<file path="src/rtl/fetch_unit_pkg.sv">
// fetch_unit_pkg
// Definitions shared by the instruction fetch unit and its next-PC selector:
//   - PCSel encodings produced by control decode
//   - fetch FSM state enumeration
//   - canonical nop instruction (addi x0, x0, 0)
//   - default reset vector
package fetch_unit_pkg;

    // PCSel encodings. Codes 6 and 7 are not assigned and behave as sequential.
    localparam logic [2:0] PCSEL_SEQ  = 3'd0;
    localparam logic [2:0] PCSEL_JUMP = 3'd1;
    localparam logic [2:0] PCSEL_BEQ  = 3'd2;
    localparam logic [2:0] PCSEL_BNE  = 3'd3;
    localparam logic [2:0] PCSEL_BLT  = 3'd4;
    localparam logic [2:0] PCSEL_BGE  = 3'd5;

    // Fetch FSM states.
    typedef enum logic [1:0] {
        ST_IDLE  = 2'd0,
        ST_FETCH = 2'd1,
        ST_ISSUE = 2'd2,
        ST_FAULT = 2'd3
    } fetch_state_e;

    // addi x0, x0, 0 -- presented on the instruction port while nothing is issued.
    localparam logic [31:0] INSTR_NOP = 32'h0000_0013;

    // PC loaded by reset unless the instantiation overrides RESET_VECTOR.
    localparam logic [31:0] RESET_VECTOR_DEFAULT = 32'h0000_0000;

    // Sequential successor of a PC; wraps modulo 2^32.
    function automatic logic [31:0] pc_plus4(input logic [31:0] pc_in);
        return pc_in + 32'd4;
    endfunction

endpackage

</file>
<file path="src/rtl/fetch_unit_next_pc_sel.sv">
// next_pc_sel
// Purely combinational next-PC selection.
// Ports:
//   pc       in  32  PC of the instruction currently issued
//   PCSel    in   3  next-PC select (seq / jump / beq / bne / blt / bge)
//   BrEq     in   1  branch comparator: operands equal
//   BrLT     in   1  branch comparator: rs1 less than rs2
//   ALUOut   in  32  jump / branch target from the datapath
//   nextPc   out 32  selected next PC
//   misalign out  1  selected target is not 4-byte aligned (bit 1 set)
module next_pc_sel
    import fetch_unit_pkg::*;
(
    input  logic [31:0] pc,
    input  logic [2:0]  PCSel,
    input  logic        BrEq,
    input  logic        BrLT,
    input  logic [31:0] ALUOut,
    output logic [31:0] nextPc,
    output logic        misalign
);

    logic [31:0] seq_pc;
    logic [31:0] jump_pc;
    logic        br_taken;

    always_comb begin
        seq_pc  = pc_plus4(pc);
        // Jump targets have bit 0 cleared, as the ISA requires for jalr.
        jump_pc = {ALUOut[31:1], 1'b0};

        br_taken = 1'b0;
        case (PCSel)
            PCSEL_BEQ: br_taken = BrEq;
            PCSEL_BNE: br_taken = !BrEq;
            PCSEL_BLT: br_taken = BrLT;
            PCSEL_BGE: br_taken = !BrLT;
            default:   br_taken = 1'b0;
        endcase

        nextPc = seq_pc;
        if (PCSel == PCSEL_JUMP) begin
            nextPc = jump_pc;
        end else if (br_taken) begin
            nextPc = ALUOut;
        end

        // Only bit 1 is considered: bit 0 is already cleared for jumps and
        // a misaligned halfword target is the fault condition of interest.
        misalign = nextPc[1];
    end

endmodule

</file>
<file path="src/rtl/fetch_unit.sv">
// fetch_unit
// Instruction fetch unit: requests one instruction at a time from instruction
// memory, holds it for the datapath until it retires, then moves the PC to the
// selected successor. A misaligned target parks the unit in FAULT until reset.
// Ports:
//   clk          in   1  clock, rising edge
//   rst          in   1  synchronous active-high reset
//   PCSel        in   3  next-PC select from control decode
//   BrEq, BrLT   in   1  branch comparator results for the issued instruction
//   ALUOut       in  32  jump / branch target
//   advance      in   1  issued instruction retires this cycle
//   imem_req     out  1  instruction memory request
//   imem_addr    out 32  instruction memory address (current pc)
//   imem_valid   in   1  memory response strobe
//   imem_rdata   in  32  memory response data
//   instruction  out 32  issued instruction (nop while none fetched)
//   instValid    out  1  instruction holds a valid issued instruction
//   pc           out 32  PC of the issued / requested instruction
//   pcPlus4      out 32  pc + 4 (wraps)
//   misalign     out  1  sticky misaligned-target fault
module fetch_unit
    import fetch_unit_pkg::*;
#(
    parameter logic [31:0] RESET_VECTOR = RESET_VECTOR_DEFAULT
) (
    input  logic        clk,
    input  logic        rst,
    input  logic [2:0]  PCSel,
    input  logic        BrEq,
    input  logic        BrLT,
    input  logic [31:0] ALUOut,
    input  logic        advance,
    output logic        imem_req,
    output logic [31:0] imem_addr,
    input  logic        imem_valid,
    input  logic [31:0] imem_rdata,
    output logic [31:0] instruction,
    output logic        instValid,
    output logic [31:0] pc,
    output logic [31:0] pcPlus4,
    output logic        misalign
);

    fetch_state_e state_q, state_d;
    logic [31:0]  pc_q, pc_d;
    logic [31:0]  instr_q, instr_d;
    logic         inst_valid_q, inst_valid_d;
    logic         imem_req_q, imem_req_d;
    logic         misalign_q, misalign_d;

    logic [31:0]  sel_next_pc;
    logic         sel_misalign;

    next_pc_sel u_next_pc_sel (
        .pc       (pc_q),
        .PCSel    (PCSel),
        .BrEq     (BrEq),
        .BrLT     (BrLT),
        .ALUOut   (ALUOut),
        .nextPc   (sel_next_pc),
        .misalign (sel_misalign)
    );

    // Next-state logic. Outputs are registered, so each transition also
    // computes the output values that belong to the destination state.
    // imem_valid is only looked at in FETCH and advance only in ISSUE.
    always_comb begin
        state_d      = state_q;
        pc_d         = pc_q;
        instr_d      = instr_q;
        inst_valid_d = inst_valid_q;
        imem_req_d   = imem_req_q;
        misalign_d   = misalign_q;

        case (state_q)
            ST_IDLE: begin
                state_d    = ST_FETCH;
                imem_req_d = 1'b1;
            end

            ST_FETCH: begin
                // Request and address stay put for as many cycles as memory needs.
                if (imem_valid) begin
                    instr_d      = imem_rdata;
                    inst_valid_d = 1'b1;
                    imem_req_d   = 1'b0;
                    state_d      = ST_ISSUE;
                end
            end

            ST_ISSUE: begin
                if (advance) begin
                    inst_valid_d = 1'b0;
                    if (sel_misalign) begin
                        // pc keeps the address of the faulting control transfer.
                        misalign_d = 1'b1;
                        state_d    = ST_FAULT;
                    end else begin
                        pc_d       = sel_next_pc;
                        imem_req_d = 1'b1;
                        state_d    = ST_FETCH;
                    end
                end
            end

            ST_FAULT: begin
                imem_req_d   = 1'b0;
                inst_valid_d = 1'b0;
                misalign_d   = 1'b1;
            end

            default: begin
                state_d = ST_IDLE;
            end
        endcase
    end

    // Reset wins over any imem_valid or advance seen in the same cycle; an
    // outstanding request is simply dropped by returning to IDLE.
    always_ff @(posedge clk) begin
        if (rst) begin
            state_q      <= ST_IDLE;
            pc_q         <= RESET_VECTOR;
            instr_q      <= INSTR_NOP;
            inst_valid_q <= 1'b0;
            imem_req_q   <= 1'b0;
            misalign_q   <= 1'b0;
        end else begin
            state_q      <= state_d;
            pc_q         <= pc_d;
            instr_q      <= instr_d;
            inst_valid_q <= inst_valid_d;
            imem_req_q   <= imem_req_d;
            misalign_q   <= misalign_d;
        end
    end

    assign imem_req    = imem_req_q;
    assign imem_addr   = pc_q;
    assign instruction = instr_q;
    assign instValid   = inst_valid_q;
    assign pc          = pc_q;
    assign pcPlus4     = pc_plus4(pc_q);
    assign misalign    = misalign_q;

endmodule

</file>
<file path="config.mk">
export PLATFORM = sky130hd
export DESIGN_NAME = fetch_unit
export DESIGN_NICKNAME = d
export VERILOG_FILES = /design/src/rtl/fetch_unit_pkg.sv /design/src/rtl/fetch_unit_next_pc_sel.sv /design/src/rtl/fetch_unit.sv
export SDC_FILE = /design/constraint.sdc
export NUM_CORES = 1
export LEC_CHECK = 0
export ABC_AREA = 0
export ABC_CLOCK_PERIOD_IN_PS = 4800
export CAP_MARGIN = 20
export CORE_MARGIN = 5
export CORE_UTILIZATION = 43
export CTS_CLUSTER_SIZE = 20
export DETAILED_ROUTE_END_ITERATION = 8
export PLACE_DENSITY = 0.83
export SYNTH_ARGS = -nofsm -noshare
export SYNTH_HDL_FRONTEND = slang
export SYNTH_SLANG_ARGS = --single-unit
</file>
<file path="constraint.sdc">
create_clock -name clk -period 4.8 [get_ports clk]
set_input_delay 0.96 -clock clk [delete_from_list [all_inputs] [get_ports clk]]
set_output_delay 0.96 -clock clk [all_outputs]
set_load 0.05 [all_outputs]
</file>
==> summary.md, run 1 <==
The run finished with clean final reports. The first global-routing pass estimated 21500 um of wire. The power density over the cells is 253.4 nW/um2.

In this run the worst hold path is classified as register to register. The post-cts resize count came out at 0. The highest clock rate was 239.5 MHz; the post-detailed-route DRC marker count was 0. The synthesized design devotes to its leading area cell type 34.43% of total area. The H-tree was split into 3 levels. TritonCTS built the clock tree. The library cells used most frequently in the layout, excluding fill and tap cells, are clkdlybuf4s50_1, nand2_1, dfxtp_1. The sequential element share of the synthesized area is 34.43%. The slew at the pin with the worst max-slew slack was 1.092 ns. Data on the critical path arrives at its endpoint at 3.22 ns. From left edge to right edge, the die measures 105.9 um. Post-CTS timing repair inserted 0 buffers for setup. Once the floorplan was initialized, standard cells occupied 43.41% of the core. For the worst setup path, the data required time is 3.84 ns.

The worst clock skew is 0.01190 ns, and the leakage power summed over all cells is 2.116 nW. The die is 105.9 um tall. The floorplan has 35 rows. The area used by multi-input combinational logic came out at 2141 um2. The area of all sequential standard cells came out at 1361 um2.

Overall die area: 11210 um2. The mapped netlist covers 3954 um2. Detailed placement finished with a half-perimeter wire length of 10220 um. Dividing the synthesized area by the synthesized cell count gives 7.829 um2. Main flop type after synthesis: dfxtp_1. Across all layers, the routed design uses 4336 vias. Number of filler cells placed in the layout: 743.

Cells with a size suffix above 1 make up 5.438% of the layout. VDD sags by at most 0.2522 mV. The number of input and output port buffers inserted is 200.

Entering global routing, the biggest net connects 47 pins. The final period utilization came out at 86.98%. Cell type with the highest aggregate area in the netlist: dfxtp_1. The number of antenna violations at the first check in global routing is 0. The number of vias per cell is 5.609, and the area of all placed cells without fillers is 6007 um2. The count of antenna-violating nets left after detailed routing was 0; the post-layout net count was 736. The synthesis-to-finish area growth came out at 51.93%. The shortest period the worst path allows came out at 4.175 ns.

Clock-pin slew was measured on the worst setup and hold paths at 0.09 ns. The count of unique library cells instantiated by Yosys was 55; the final count of negative-setup-slack endpoints was 0. Clock latency on the worst-skew pair, taken at its later pin, is 0.36 ns.

For this design, the sink count on the clock tree is 68. Leaving out fill and tap cells, the most frequent cell in the layout is clkdlybuf4s50_1. Counting flops with an async set or reset pin after synthesis yields a share of 0%.

The total overflow left after global routing is 0. The routed length per placed instance is 18.01 um. STA classifies the critical path endpoint as an output pin.

TritonCTS created 9 clock buffers. The routed design has 13920 um of wire. Setup repair after global routing left no endpoint under its margin.

Max-slew violation count: 0. Yosys attributes the largest share of cell area to dfxtp_1, nand2_1, a21oi_1. The post-synthesis instance total came out at 505. By startpoint and endpoint, the worst setup path is classified as register to output pin. The highest fanout seen on the critical path is 10, and the maximum root-to-sink buffer count is 2. For the hold violation total from the final report, the log shows 0.

Counting flops with a built-in enable in the synthesized netlist gives 0. The number of diodes added for antenna fixing is 0, and the yosys synthesis warning count is 0. In the global route stage, overall resource usage came out at 23.36%.

After the flow finishes, the layout carries non-filler instances totaling 773. The run gives 0 as the count of hold-fix buffers inserted at cts. The area of placed instances was 5743 um2.

In this run the clock root is driven by a clkbuf_8. The worst setup path is launched from a register. Number of DRC markers in iteration 0: 402. The worst pin sits at a relative slew slack of 27.22%. Counting flops and latches in the post-synthesis netlist gives 68.

The run gives 7 as the length of the first detailed-routing pass in iterations. The run gives 754 as the number of placed instances, taps included. Across the run, the number of max-cap violations was 0.

For this design the top-level I/O count stands at 204. The via count of the first global-routing pass is 4215, and the final estimated routing congestion in global placement is 0.8622. The logs give 0 ns for the final-layout setup total negative slack and 9109 um2 for the core area.
[layer usage]
| layer | GRT usage, % | vias to the layer above | part of all wire, % |
|---|---|---|---|
| met1 | 27.59 | 2037 | 38 |
| met2 | 41.99 | 223 | 52 |
| li1 | - | 2051 | - |
| met5 | 0 | - | 0 |
| met4 | 7.308 | 0 | 1.6 |
| met3 | 5.222 | 25 | 8.4 |
[cell usage after synthesis, drive strengths merged (2+ instances only)]
master and instances:
nand2 78, dfxtp 68, a21oi 56, buf 46
inv 22, clkbuf 21, nand3 19, nor2 16
xnor2 15, a22oi 13, xor2 13, o21ai 11
nand2b 10, nand4 10, nand3b 9, nor3 9
a211oi 8, o32ai 8, nor4 7, o22ai 7
ha 6, a31oi 5, and3 5, nor2b 5
o2bb2ai 5, and4 4, o211ai 3, or2 3
and2 2, o311ai 2, o31ai 2, o41ai 2
or4 2
[flip-flops by register name, indices dropped and copies added (netlist names)]
signal,cells
instruction,32
imem_addr,31
state_q,2
imem_req,1
instValid,1
misalign,1
[report_power, final]
group	internal, W	total (W)	switching, W
logic	0.000156	0.000403	0.000246
registers	0.000593	0.000616	0.0000222
clock network	0.000249	0.000504	0.000255
[stage by stage]
| stage | total power, W | hold WS, ns | utilization (%) | setup slack, ns |
|---|---|---|---|---|
| 6_report | 0.001522 | 0.4559 | 65.95 | 0.6249 |
| 5_1_grt | 0.001588 | 0.4793 | 65.95 | 0.3759 |
| 4_1_cts | 0.001518 | 0.4588 | 65.32 | 0.6591 |
| 3_5_place_dp | 0.001014 | 0.4472 | 63.05 | 1.090 |
| 3_3_place_gp | 0.001006 | 0.4405 | 63.05 | 1.154 |
| 2_1_floorplan | 0.0008626 | 0.5246 | - | 1.221 |
[worst max-delay path: stages, from the launching register on]
cell and delay [ns]:
dfxtp_1 0.58, and4_1 0.37, nand4_1 0.21, nor4b_1 0.63
xor2_1 0.22, clkdlybuf4s50_1 0.85
[cell type report]
type / instances / share of cell area, %
multi-input combinational: 350 / 35.64
sequential: 68 / 22.66
clock inverter: 7 / 1.375
timing repair buffer: 206 / 34.58
inverter: 22 / 1.375
tap: 111 / 2.312
clock buffer: 9 / 2.062
[kinds of logic after synthesis]
| kind of cell | count (synthesis) | share of synthesized area [%] |
|---|---|---|
| other | 1 | 0.09485 |
| buffers and inverters | 89 | 12.06 |
| AND/OR/NAND/NOR | 182 | 24.08 |
| AO/OA/AOI/OAI | 130 | 20.98 |
| XOR/XNOR | 28 | 6.203 |
| adder cells (fa/ha/maj) | 6 | 1.899 |
| multiplexers | 1 | 0.2532 |
| flip-flops | 68 | 34.43 |
[path summary, 6_finish.rpt]
kind,endpoint,cells after the start,slack [ns],from
worst max register to register,imem_addr[8]$_SDFFE_PP0P_,6,2.32,state_q[0]$_SDFFE_PP0P_
worst max-delay path,pcPlus4[28],5,0.62,imem_addr[15]$_SDFFE_PP0P_
worst min-delay path,instruction[14]$_SDFFE_PP0P_,2,0.46,instruction[14]$_SDFFE_PP0P_
worst min register to register,instruction[14]$_SDFFE_PP0P_,2,0.46,instruction[14]$_SDFFE_PP0P_
(Power assumes the default switching activity.)
==> run 2: changes to the inputs <==
--- a/config.mk
+++ b/config.mk
@@ -16,3 +16,4 @@
 export SYNTH_ARGS = -nofsm -noshare
 export SYNTH_HDL_FRONTEND = slang
 export SYNTH_SLANG_ARGS = --single-unit
+export TNS_END_PERCENT = 20
==> results of run 2 <==
No change in the layout: final DEF, timing and power equal those of run 1.
==> run 3: changes to the inputs <==
--- a/config.mk
+++ b/config.mk
@@ -13,6 +13,7 @@
 export CTS_CLUSTER_SIZE = 20
 export DETAILED_ROUTE_END_ITERATION = 8
 export PLACE_DENSITY = 0.83
+export SETUP_SLACK_MARGIN = 0.15
 export SYNTH_ARGS = -nofsm -noshare
 export SYNTH_HDL_FRONTEND = slang
 export SYNTH_SLANG_ARGS = --single-unit
==> results of run 3 <==
No change in the layout: final DEF, timing and power equal those of run 1.
